--- src/rtl/vx_perf_memsys_pkg.sv ---
// Shared constants for the memory-system perf counter reader: counter index map and FSM encoding.
// PERF_CTR_BITS falls back to 44 when the build does not supply it.
`ifndef PERF_CTR_BITS
`define PERF_CTR_BITS 44
`endif

package vx_perf_memsys_pkg;

  localparam int unsigned NUM_MEMSYS_CTRS = 15;
  localparam int unsigned CTR_IDX_BITS    = 4;
  localparam int unsigned ADDR_BITS       = 5;

  localparam logic [3:0] CTR_ICACHE_READS        = 4'd0;
  localparam logic [3:0] CTR_ICACHE_READ_MISSES  = 4'd1;
  localparam logic [3:0] CTR_DCACHE_READS        = 4'd2;
  localparam logic [3:0] CTR_DCACHE_WRITES       = 4'd3;
  localparam logic [3:0] CTR_DCACHE_READ_MISSES  = 4'd4;
  localparam logic [3:0] CTR_DCACHE_WRITE_MISSES = 4'd5;
  localparam logic [3:0] CTR_DCACHE_BANK_STALLS  = 4'd6;
  localparam logic [3:0] CTR_DCACHE_MSHR_STALLS  = 4'd7;
  localparam logic [3:0] CTR_SMEM_READS          = 4'd8;
  localparam logic [3:0] CTR_SMEM_WRITES         = 4'd9;
  localparam logic [3:0] CTR_SMEM_BANK_STALLS    = 4'd10;
  localparam logic [3:0] CTR_MEM_READS           = 4'd11;
  localparam logic [3:0] CTR_MEM_WRITES          = 4'd12;
  localparam logic [3:0] CTR_MEM_LATENCY         = 4'd13;
  localparam logic [3:0] CTR_SAME_ACCESS         = 4'd14;
  localparam logic [3:0] CTR_NONE                = 4'd15;

  typedef logic [1:0] state_t;
  localparam state_t ST_IDLE = 2'd0;
  localparam state_t ST_READ = 2'd1;
  localparam state_t ST_RESP = 2'd2;

endpackage

--- src/rtl/vx_perf_memsys_reader_arb.sv ---
// Round-robin arbiter: scans requests starting at r_ptr; pointer moves past the winner on i_ack.
module vx_perf_memsys_reader_arb #(
  parameter int unsigned NUM_REQS = 2,
  parameter int unsigned IDX_W    = 1
) (
  input  logic                clk,
  input  logic                reset,
  input  logic [NUM_REQS-1:0] i_req,
  input  logic                i_ack,
  output logic                o_valid,
  output logic [IDX_W-1:0]    o_grant,
  output logic [NUM_REQS-1:0] o_grant_onehot
);

  logic [IDX_W-1:0] r_ptr;
  logic             w_valid;
  logic [IDX_W-1:0] w_grant;

  // Walk from the farthest offset down so the nearest requester to r_ptr wins last.
  always_comb begin
    w_valid = 1'b0;
    w_grant = '0;
    for (int i = NUM_REQS - 1; i >= 0; i--) begin
      int unsigned j;
      j = (32'(r_ptr) + 32'(i)) % NUM_REQS;
      if (i_req[j]) begin
        w_valid = 1'b1;
        w_grant = IDX_W'(j);
      end
    end
  end

  always_ff @(posedge clk or posedge reset) begin
    if (reset) begin
      r_ptr <= '0;
    end else if (i_ack && w_valid) begin
      r_ptr <= (32'(w_grant) == NUM_REQS - 1) ? '0 : w_grant + 1'b1;
    end
  end

  assign o_valid        = w_valid;
  assign o_grant        = w_grant;
  assign o_grant_onehot = w_valid ? (NUM_REQS'(1) << w_grant) : '0;

endmodule

--- src/rtl/vx_perf_memsys_reader.sv ---
// Shared read-out of the memsys perf counter bundle as 32-bit halves with per-requester hold.
// Optional VX_PERF_MEMSYS_BASELINE_EN adds i_baseline_clr and baseline-relative reads.
module vx_perf_memsys_reader
  import vx_perf_memsys_pkg::*;
#(
  parameter int unsigned NUM_REQS   = 2,
  parameter int unsigned DATA_WIDTH = 32,
  parameter int unsigned CTR_BITS   = `PERF_CTR_BITS
) (
  input  logic                              clk,
  input  logic                              reset,
  input  logic [NUM_MEMSYS_CTRS*CTR_BITS-1:0] i_perf_memsys,
  input  logic [NUM_REQS-1:0]               i_req_valid,
  input  logic [NUM_REQS*ADDR_BITS-1:0]     i_req_addr,
  output logic [NUM_REQS-1:0]               o_req_ready,
  output logic [NUM_REQS-1:0]               o_rsp_valid,
  output logic [NUM_REQS*DATA_WIDTH-1:0]    o_rsp_data,
  input  logic [NUM_REQS-1:0]               i_rsp_ready
`ifdef VX_PERF_MEMSYS_BASELINE_EN
  ,
  input  logic                              i_baseline_clr
`endif
);

  localparam int unsigned IDX_W = (NUM_REQS > 1) ? $clog2(NUM_REQS) : 1;

  state_t                r_state;
  logic [IDX_W-1:0]      r_grant;
  logic [ADDR_BITS-1:0]  r_addr;
  logic [63:0]           r_hold [NUM_REQS];
  logic [DATA_WIDTH-1:0] r_rsp_word;

  logic                  w_arb_valid;
  logic [IDX_W-1:0]      w_arb_grant;
  logic [NUM_REQS-1:0]   w_arb_onehot;
  logic                  w_arb_ack;
  logic [ADDR_BITS-1:0]  w_grant_addr;
  logic [3:0]            w_idx;
  logic                  w_hi;
  logic [CTR_BITS-1:0]   w_ctr_raw;
  logic [CTR_BITS-1:0]   w_ctr_base;
  logic [CTR_BITS-1:0]   w_ctr;
  logic [63:0]           w_val;
  logic [DATA_WIDTH-1:0] w_rsp_word;

`ifdef VX_PERF_MEMSYS_BASELINE_EN
  logic [CTR_BITS-1:0] r_baseline [NUM_MEMSYS_CTRS];
`endif

  assign w_arb_ack = (r_state == ST_IDLE) && w_arb_valid;

  vx_perf_memsys_reader_arb #(
    .NUM_REQS (NUM_REQS),
    .IDX_W    (IDX_W)
  ) u_arb (
    .clk            (clk),
    .reset          (reset),
    .i_req          (i_req_valid),
    .i_ack          (w_arb_ack),
    .o_valid        (w_arb_valid),
    .o_grant        (w_arb_grant),
    .o_grant_onehot (w_arb_onehot)
  );

  assign w_grant_addr = i_req_addr[int'(w_arb_grant)*ADDR_BITS +: ADDR_BITS];
  assign w_idx        = r_addr[ADDR_BITS-1:1];
  assign w_hi         = r_addr[0];

  always_comb begin
    w_ctr_raw  = '0;
    w_ctr_base = '0;
    for (int k = 0; k < int'(NUM_MEMSYS_CTRS); k++) begin
      if (w_idx == CTR_IDX_BITS'(k)) begin
        w_ctr_raw = i_perf_memsys[k*CTR_BITS +: CTR_BITS];
`ifdef VX_PERF_MEMSYS_BASELINE_EN
        w_ctr_base = r_baseline[k];
`endif
      end
    end
  end

  // Subtraction wraps at CTR_BITS, giving (counter - baseline) mod 2^CTR_BITS.
  assign w_ctr = w_ctr_raw - w_ctr_base;
  assign w_val = 64'(w_ctr);

  always_comb begin
    if (w_idx == CTR_NONE) begin
      w_rsp_word = '0;
    end else if (w_hi) begin
      w_rsp_word = r_hold[r_grant][63:32];
    end else begin
      w_rsp_word = w_val[31:0];
    end
  end

  always_ff @(posedge clk or posedge reset) begin
    if (reset) begin
      r_state    <= ST_IDLE;
      r_grant    <= '0;
      r_addr     <= '0;
      r_rsp_word <= '0;
      for (int i = 0; i < int'(NUM_REQS); i++) r_hold[i] <= '0;
    end else begin
      case (r_state)
        ST_IDLE: begin
          if (w_arb_valid) begin
            r_grant <= w_arb_grant;
            r_addr  <= w_grant_addr;
            r_state <= ST_READ;
          end
        end
        ST_READ: begin
          r_rsp_word <= w_rsp_word;
          if (!w_hi && (w_idx != CTR_NONE)) r_hold[r_grant] <= w_val;
          r_state <= ST_RESP;
        end
        ST_RESP: begin
          if (i_rsp_ready[r_grant]) r_state <= ST_IDLE;
        end
        default: r_state <= ST_IDLE;
      endcase
    end
  end

`ifdef VX_PERF_MEMSYS_BASELINE_EN
  // A READ in the same cycle as the pulse still sees the old baseline.
  always_ff @(posedge clk or posedge reset) begin
    if (reset) begin
      for (int k = 0; k < int'(NUM_MEMSYS_CTRS); k++) r_baseline[k] <= '0;
    end else if (i_baseline_clr) begin
      for (int k = 0; k < int'(NUM_MEMSYS_CTRS); k++) begin
        r_baseline[k] <= i_perf_memsys[k*CTR_BITS +: CTR_BITS];
      end
    end
  end
`endif

  assign o_req_ready = (r_state == ST_IDLE) ? w_arb_onehot : '0;
  assign o_rsp_valid = (r_state == ST_RESP) ? (NUM_REQS'(1) << r_grant) : '0;

  always_comb begin
    o_rsp_data = '0;
    for (int i = 0; i < int'(NUM_REQS); i++) begin
      if (32'(r_grant) == 32'(i)) o_rsp_data[i*DATA_WIDTH +: DATA_WIDTH] = r_rsp_word;
    end
  end

endmodule

--- config.mk ---
export PLATFORM = sky130hd
export DESIGN_NAME = vx_perf_memsys_reader
export DESIGN_NICKNAME = d
export VERILOG_FILES = /design/src/rtl/vx_perf_memsys_pkg.sv /design/src/rtl/vx_perf_memsys_reader_arb.sv /design/src/rtl/vx_perf_memsys_reader.sv
export SDC_FILE = /design/constraint.sdc
export NUM_CORES = 1
export LEC_CHECK = 0
export ABC_CLOCK_PERIOD_IN_PS = 3600
export CAP_MARGIN = 20
export CORE_AREA = 2 2 294 296
export CTS_BUF_LIST = sky130_fd_sc_hd__clkbuf_2
export DETAILED_ROUTE_END_ITERATION = 10
export DIE_AREA = 0 0 296 298
export MAX_ROUTING_LAYER = met4
export SLEW_MARGIN = 20
export SYNTH_ARGS = -nofsm -noshare
export SYNTH_HDL_FRONTEND = slang
export SYNTH_SLANG_ARGS = --single-unit
--- constraint.sdc ---
create_clock -name clk -period 3.6 [get_ports clk]
set_input_delay 0.54 -clock clk [delete_from_list [all_inputs] [get_ports clk]]
set_output_delay 0.54 -clock clk [all_outputs]
set_load 0.02 [all_outputs]
Word-level counts from Yosys, hierarchy flattened
Index checks and enable logic that the tools add are counted.
{"block": "word_totals", "in_bits": 676, "elab_cells": 91, "ff_bits": 169}
{"block": "op_classes", "n_addsub": 2, "n_mul": 1, "shifts": 3, "n_reduce_logical": 10, "n_mux": 42, "bitwise_logic": 1, "magnitude_cmp": 5, "n_eq_ne": 20}
{"op": "$mux 44", "count": 15}
{"op": "$mux 64", "count": 4}
{"op": "$bwmux 128", "count": 1}
{"op": "$mux 32", "count": 4}
{"op": "$demux 64 s1", "count": 1}
{"op": "$eq 4x4->1 const B", "count": 8}
{"op": "$eq 4x3->1 const B", "count": 4}
{"op": "$mux 1", "count": 11}
{"op": "$mux 2", "count": 5}
{"op": "$shiftx 10x5->5", "count": 1}
{"op": "$eq 4x2->1 const B", "count": 2}
{"op": "$lt 1x2->1 const B", "count": 3}
{"op": "$pmux 2 s3", "count": 1}
{"op": "$reduce_and 2->1", "count": 3}
{"op": "$eq 4x1->1 const B", "count": 1}
{"op": "$logic_and 1x1->1", "count": 4}
{"op": "$logic_not 4->1", "count": 1}
{"op": "$mul 1x3->4 const B", "count": 1}
{"op": "$ne 4x4->1 const B", "count": 1}
{"op": "$shl 1x1->2 const A", "count": 2}
{"op": "$add 1x1->1 const B", "count": 2}
{"op": "$eq 2x1->1 const B", "count": 1}
{"op": "$eq 2x2->1 const B", "count": 1}
{"op": "$ge 2x2->1 const B", "count": 1}
{"op": "6 further kinds", "count": 6}

Longest topological paths before layout
{"block": "logic_depth", "ltp_word": 18, "depth_mapped": 9, "depth_no_buf": 5}

Hierarchy
From an unflattened synthesis, not the netlist that was laid out.
{"block": "hier_totals", "cells_unflattened": 1227, "area_unflattened_um2": 9659.3}
{"module": "vx_perf_memsys_reader", "cells_each": 1218, "instances": 1, "seq_area_each_um2": 1601.5, "area_per_inst_um2": 9586.7}
{"module": "vx_perf_memsys_reader_arb", "cells_each": 9, "instances": 1, "seq_area_each_um2": 25.0, "area_per_inst_um2": 72.6}

Worst setup path after synthesis
OpenSTA, ideal clock, no wires.
{"block": "synth_timing", "path_type": "register to output", "from": "register r_grant", "to": "output port o_rsp_data[42]", "arrival_time_ns": 1.432, "slack_ns": 1.628, "stages_incl_launch_ff": 5, "required_time_ns": 3.060, "cell_sequence": "dfrtp_1 -> clkbuf_1 -> clkbuf_1 -> clkbuf_1 -> and2_1"}
{"block": "synth_via", "elab_chain_cells": 1}
{"element": "from (decl)", "line_no": "vx_perf_memsys_reader.sv:28", "source": "logic [IDX_W-1:0] r_grant;"}
{"element": "from (signal assigned)", "line_no": "vx_perf_memsys_reader.sv:107", "source": "r_grant <= w_arb_grant;"}
{"element": "$mux 32", "line_no": "vx_perf_memsys_reader.sv:144", "source": "if (32'(r_grant) == 32'(i)) o_rsp_data[i*DATA_WIDTH +: DATA_WIDTH] = r_rsp_word;"}
{"element": "to (decl)", "line_no": "vx_perf_memsys_reader.sv:17", "source": "output logic [NUM_REQS*DATA_WIDTH-1:0] o_rsp_data,"}
No other way between the ends.

Final worst setup path
{"block": "layout_timing", "from": "register r_addr[4]", "to": "register r_rsp_word[16]"}
{"block": "layout_via", "elab_chain_cells": 18, "word_cells_on_any_way": 33, "classes_between": "eq/ne (15); mux (17); reduce/logical (1)"}
{"element": "from (decl)", "line_no": "vx_perf_memsys_reader.sv:29", "source": "logic [ADDR_BITS-1:0] r_addr;"}
{"element": "from (signal assigned)", "line_no": "vx_perf_memsys_reader.sv:108", "source": "r_addr <= w_grant_addr;"}
{"element": "$logic_not 4->1", "line_no": "vx_perf_memsys_reader.sv:73", "source": "if (w_idx == CTR_IDX_BITS'(k)) begin"}
{"element": "$mux 44 (15 in series)", "line_no": "vx_perf_memsys_reader.sv:73"}
{"element": "$mux 32", "line_no": "vx_perf_memsys_reader.sv:89", "source": "end else if (w_hi) begin"}
{"element": "$mux 32 (*)", "line_no": "vx_perf_memsys_reader.sv:87", "source": "if (w_idx == CTR_NONE) begin"}
{"element": "to (signal assigned)", "line_no": "vx_perf_memsys_reader.sv:113", "source": "r_rsp_word <= w_rsp_word;"}
{"element": "to (decl)", "line_no": "vx_perf_memsys_reader.sv:31", "source": "logic [DATA_WIDTH-1:0] r_rsp_word;"}
Mark *: on every way between the ends. The rest lies on a longest branch, timed or not.
A chain may end at the register's enable or synchronous reset.

==> results <==
==> report_power, final <==
part / switching [mW] / internal, mW
Clock: 0.360 / 0.159
Combinational: 7.41 / 4.30
Sequential: 0.658 / 1.05
==> placed cells by master (no fill, tap or decap), drive strengths merged, types with 12 or more instances in the layout <==
cell / n
a211oi: 23
a21oi: 110
a221o: 23
a221oi: 21
a22oi: 42
a2bb2oi: 14
a31oi: 19
a32oi: 16
and2: 44
buf: 95
clkdlybuf4s50: 743
dfrtp: 65
diode: 23
inv: 12
mux2: 31
mux2i: 70
mux4: 17
nand2: 98
nand2b: 20
nand3: 24
nor2: 95
nor2b: 57
nor3: 24
o211ai: 14
o21ai: 130
o221ai: 12
o22ai: 55
o31ai: 16
==> worst max-delay path by stage <==
| stage | startpoint | to |
|---|---|---|
| after floorplan | reset | r_addr[0] |
| after global placement | r_addr[2] | r_rsp_word[21] |
| after detailed placement | r_addr[2] | r_rsp_word[21] |
| after CTS | r_addr[4] | r_rsp_word[16] |
| after global routing | r_addr[4] | r_rsp_word[16] |
| final | r_addr[4] | r_rsp_word[16] |
==> worst max-delay path, cell delays in order, from the launching register on <==
cell,delay (ns)
dfrtp_4,0.82
nor2b_4,0.59
nand2_1,0.60
a31oi_1,0.79
a2111oi_0,0.14
o21ai_0,0.22
==> routing by layer <==
layer | GRT usage, % | routed length, µm | vias up
li1 | - | - | 6586
met1 | 28.7 | 44700 | 7422
met2 | 41.9 | 53700 | 783
met3 | 4.48 | 7140 | 86
met4 | 5.00 | 1930 | 0
met5 | - | 0 | -
==> state kept, by name, summed over array words and instances, names as in the netlist <==
| name | cells |
|---|---|
| r_addr | 5 |
| r_grant | 1 |
| r_hold | 24 |
| r_rsp_word | 32 |
| r_state | 2 |
| u_arb.r_ptr | 1 |
==> stage by stage <==
step / setup slack, ns / instances / hold WS, ns
floorplan: 1.43 / 1336 / 0.443
global placement: 0.0707 / 3173 / 0.459
detailed placement: 0.0158 / 3173 / 0.467
CTS: 0.325 / 3188 / 0.120
global route: 0.256 / 3209 / 0.185
finish: 0.373 / 3211 / 0.251
==> layout make-up <==
class	count	area (µm²)	share of cell area (%)
diodes	23	57.6	0.301
clock buffers	11	55.1	0.288
clock inverters	4	45.0	0.236
inverters	15	58.8	0.308
multi-input cells	1111	7580	39.7
flip-flops and latches	65	1640	8.60
well taps	1144	1430	7.49
repair buffers	838	8240	43.1
==> logic make-up (layout without fill, tap and decap cells) <==
family                 count (synthesis)  after routing  share of synthesized area (%)
muxes                                118            118                           14.2
other                                  0             23                              0
buffers and inverters                160            868                           9.01
DFF                                   65             65                           16.2
and+or+nand+nor                      430            430                           23.1
AOI/OAI and AO/OA                    563            563                           37.5
==> summary.md <==
| Metric | Value |
|---|---|
| CTS sink cnt | 65 |
| Die W | approximately 300 µm |
| DR iter-0 viols | roughly 1100 |
| Final setup violation count | 0 |
| Initial antenna violation count | 33 |
| Reg2reg path depth | 5 |
| Sequential-to-total area share from yosys stat | 16.2% |
| Vias in the first global route | about 15000 |
| Port Buf Inserts | about 740 |
| Routed len/inst | around 33 µm |
| CP max FO | 42 |
| Max Cap Viol | 0 |
| Post-Route Setup TNS | 0 ns |
| Syn_nets | about 2000 |
| Slew @ Worst Pin | approximately 1.0 ns |
| Tot GR Track Use | around a quarter |
| Post-CTS Setup Repair Bufs | 0 |
| Synth top area share | between 10% and 20% |
| Max transition margin | between 30% and 40% |
| Routed wire length | roughly 110000 µm |
| Synth async-reset ratio | 100% |
| Gr ovfl total | 0 |
| Drt pass-1 iters | 5 |
| Status | finished clean |
| Design area | ~0.019 mm² |
| R2R setup slack | around 0.37 ns |
| Cell leakage power | ~6.9 nW |
| Mapped Area | between 0.01 and 0.015 mm² |
| Cts bufs inserted | 9 |
| R2r endpoint | r_rsp_word[16] |
| CTS Root Cell | clkbuf_2 |
| H-tree levels | 3 |
| EDFF count, synth | 0 |
| Clock transition at path regs | approximately 0.27 ns |
| Starting density of the core | 11.9% |
| DP HPWL | ~90000 µm |
| Post-CTS Resized | 1 |
| Area of the core | around 0.085 mm² |
| HP Class | in -> async |
| CTS Hold Bufs | 0 |
| DRC | 0 |
| Clock tree buffer depth | 2 |
| Fmax | 310 MHz |
| Routed vias | 14900 |
| Clock skew | 0.0461 ns |
| Area Overhead vs Synth | 90.0% |
| RSZ-0062 raised after global routing | false |
| Worst-Skew Late Latency | approximately 0.7 ns |
| Tcrit/Tclk final | between 80% and 90% |
| Most numerous cell in the Yosys netlist | o21ai_0 |
| Largest net degree at the start of global routing | 59 |
| CP Capture Type | flip-flop |
| Num ports | between 700 and 800 |
| Netlist cell types | between 80 and 90 |
| Kind of critical path | reg -> reg |
| Worst vdd ir | around 330 µV |
| Row Count | between 100 and 150 |
| Nets@finish | between 2000 and 3000 |
| Synth top area cells | dfrtp_1 (16%), mux2i_1 (7.0%), o21ai_0 (6.0%) |
| Fillers | around 9600 |
| Final GP Congestion | between 0.9 and 1 |
| Placed cell area | 0.0190 mm² |
| Syn avg cell area | roughly 7.5 µm² |
| Yosys warning count | 0 |
| Vias per cell | 4.63 |
| Die Area | slightly below 0.09 mm² |
| Top FF cell, synth | dfrtp_1 |
| Antenna-violating nets left | 0 |
| First-pass GRT wire length | about 140000 µm |
| Tmin final | between 3 and 4 ns |
| Slew Limit Fails | 0 |
| Post-Syn Instances | approximately 1300 |
| Final core utilization | a little under a quarter |
| Share of cells above drive strength 1 | under 10% |
| Cell taking the most area after synthesis | dfrtp_1 |
| CTS tree | yes |
| Final Hold Viols | 0 |
| Cell area power density | between 700 and 800 mW/mm² |
| Post-synth top cells | o21ai_0 (121), a21oi_1 (110), nand2_1 (98) |
| Die height | about 300 µm |
| Total power | roughly 14 mW |
| #FFs+latches synth | 65 |
| Required time of the critical path | 4.25 ns |
| Crit path DAT | 3.87 ns |
| Worst setup SP type | flip-flop |
| Reg-to-Reg Start | r_addr[4] |
Note: power is estimated with default switching activity, not from simulation.
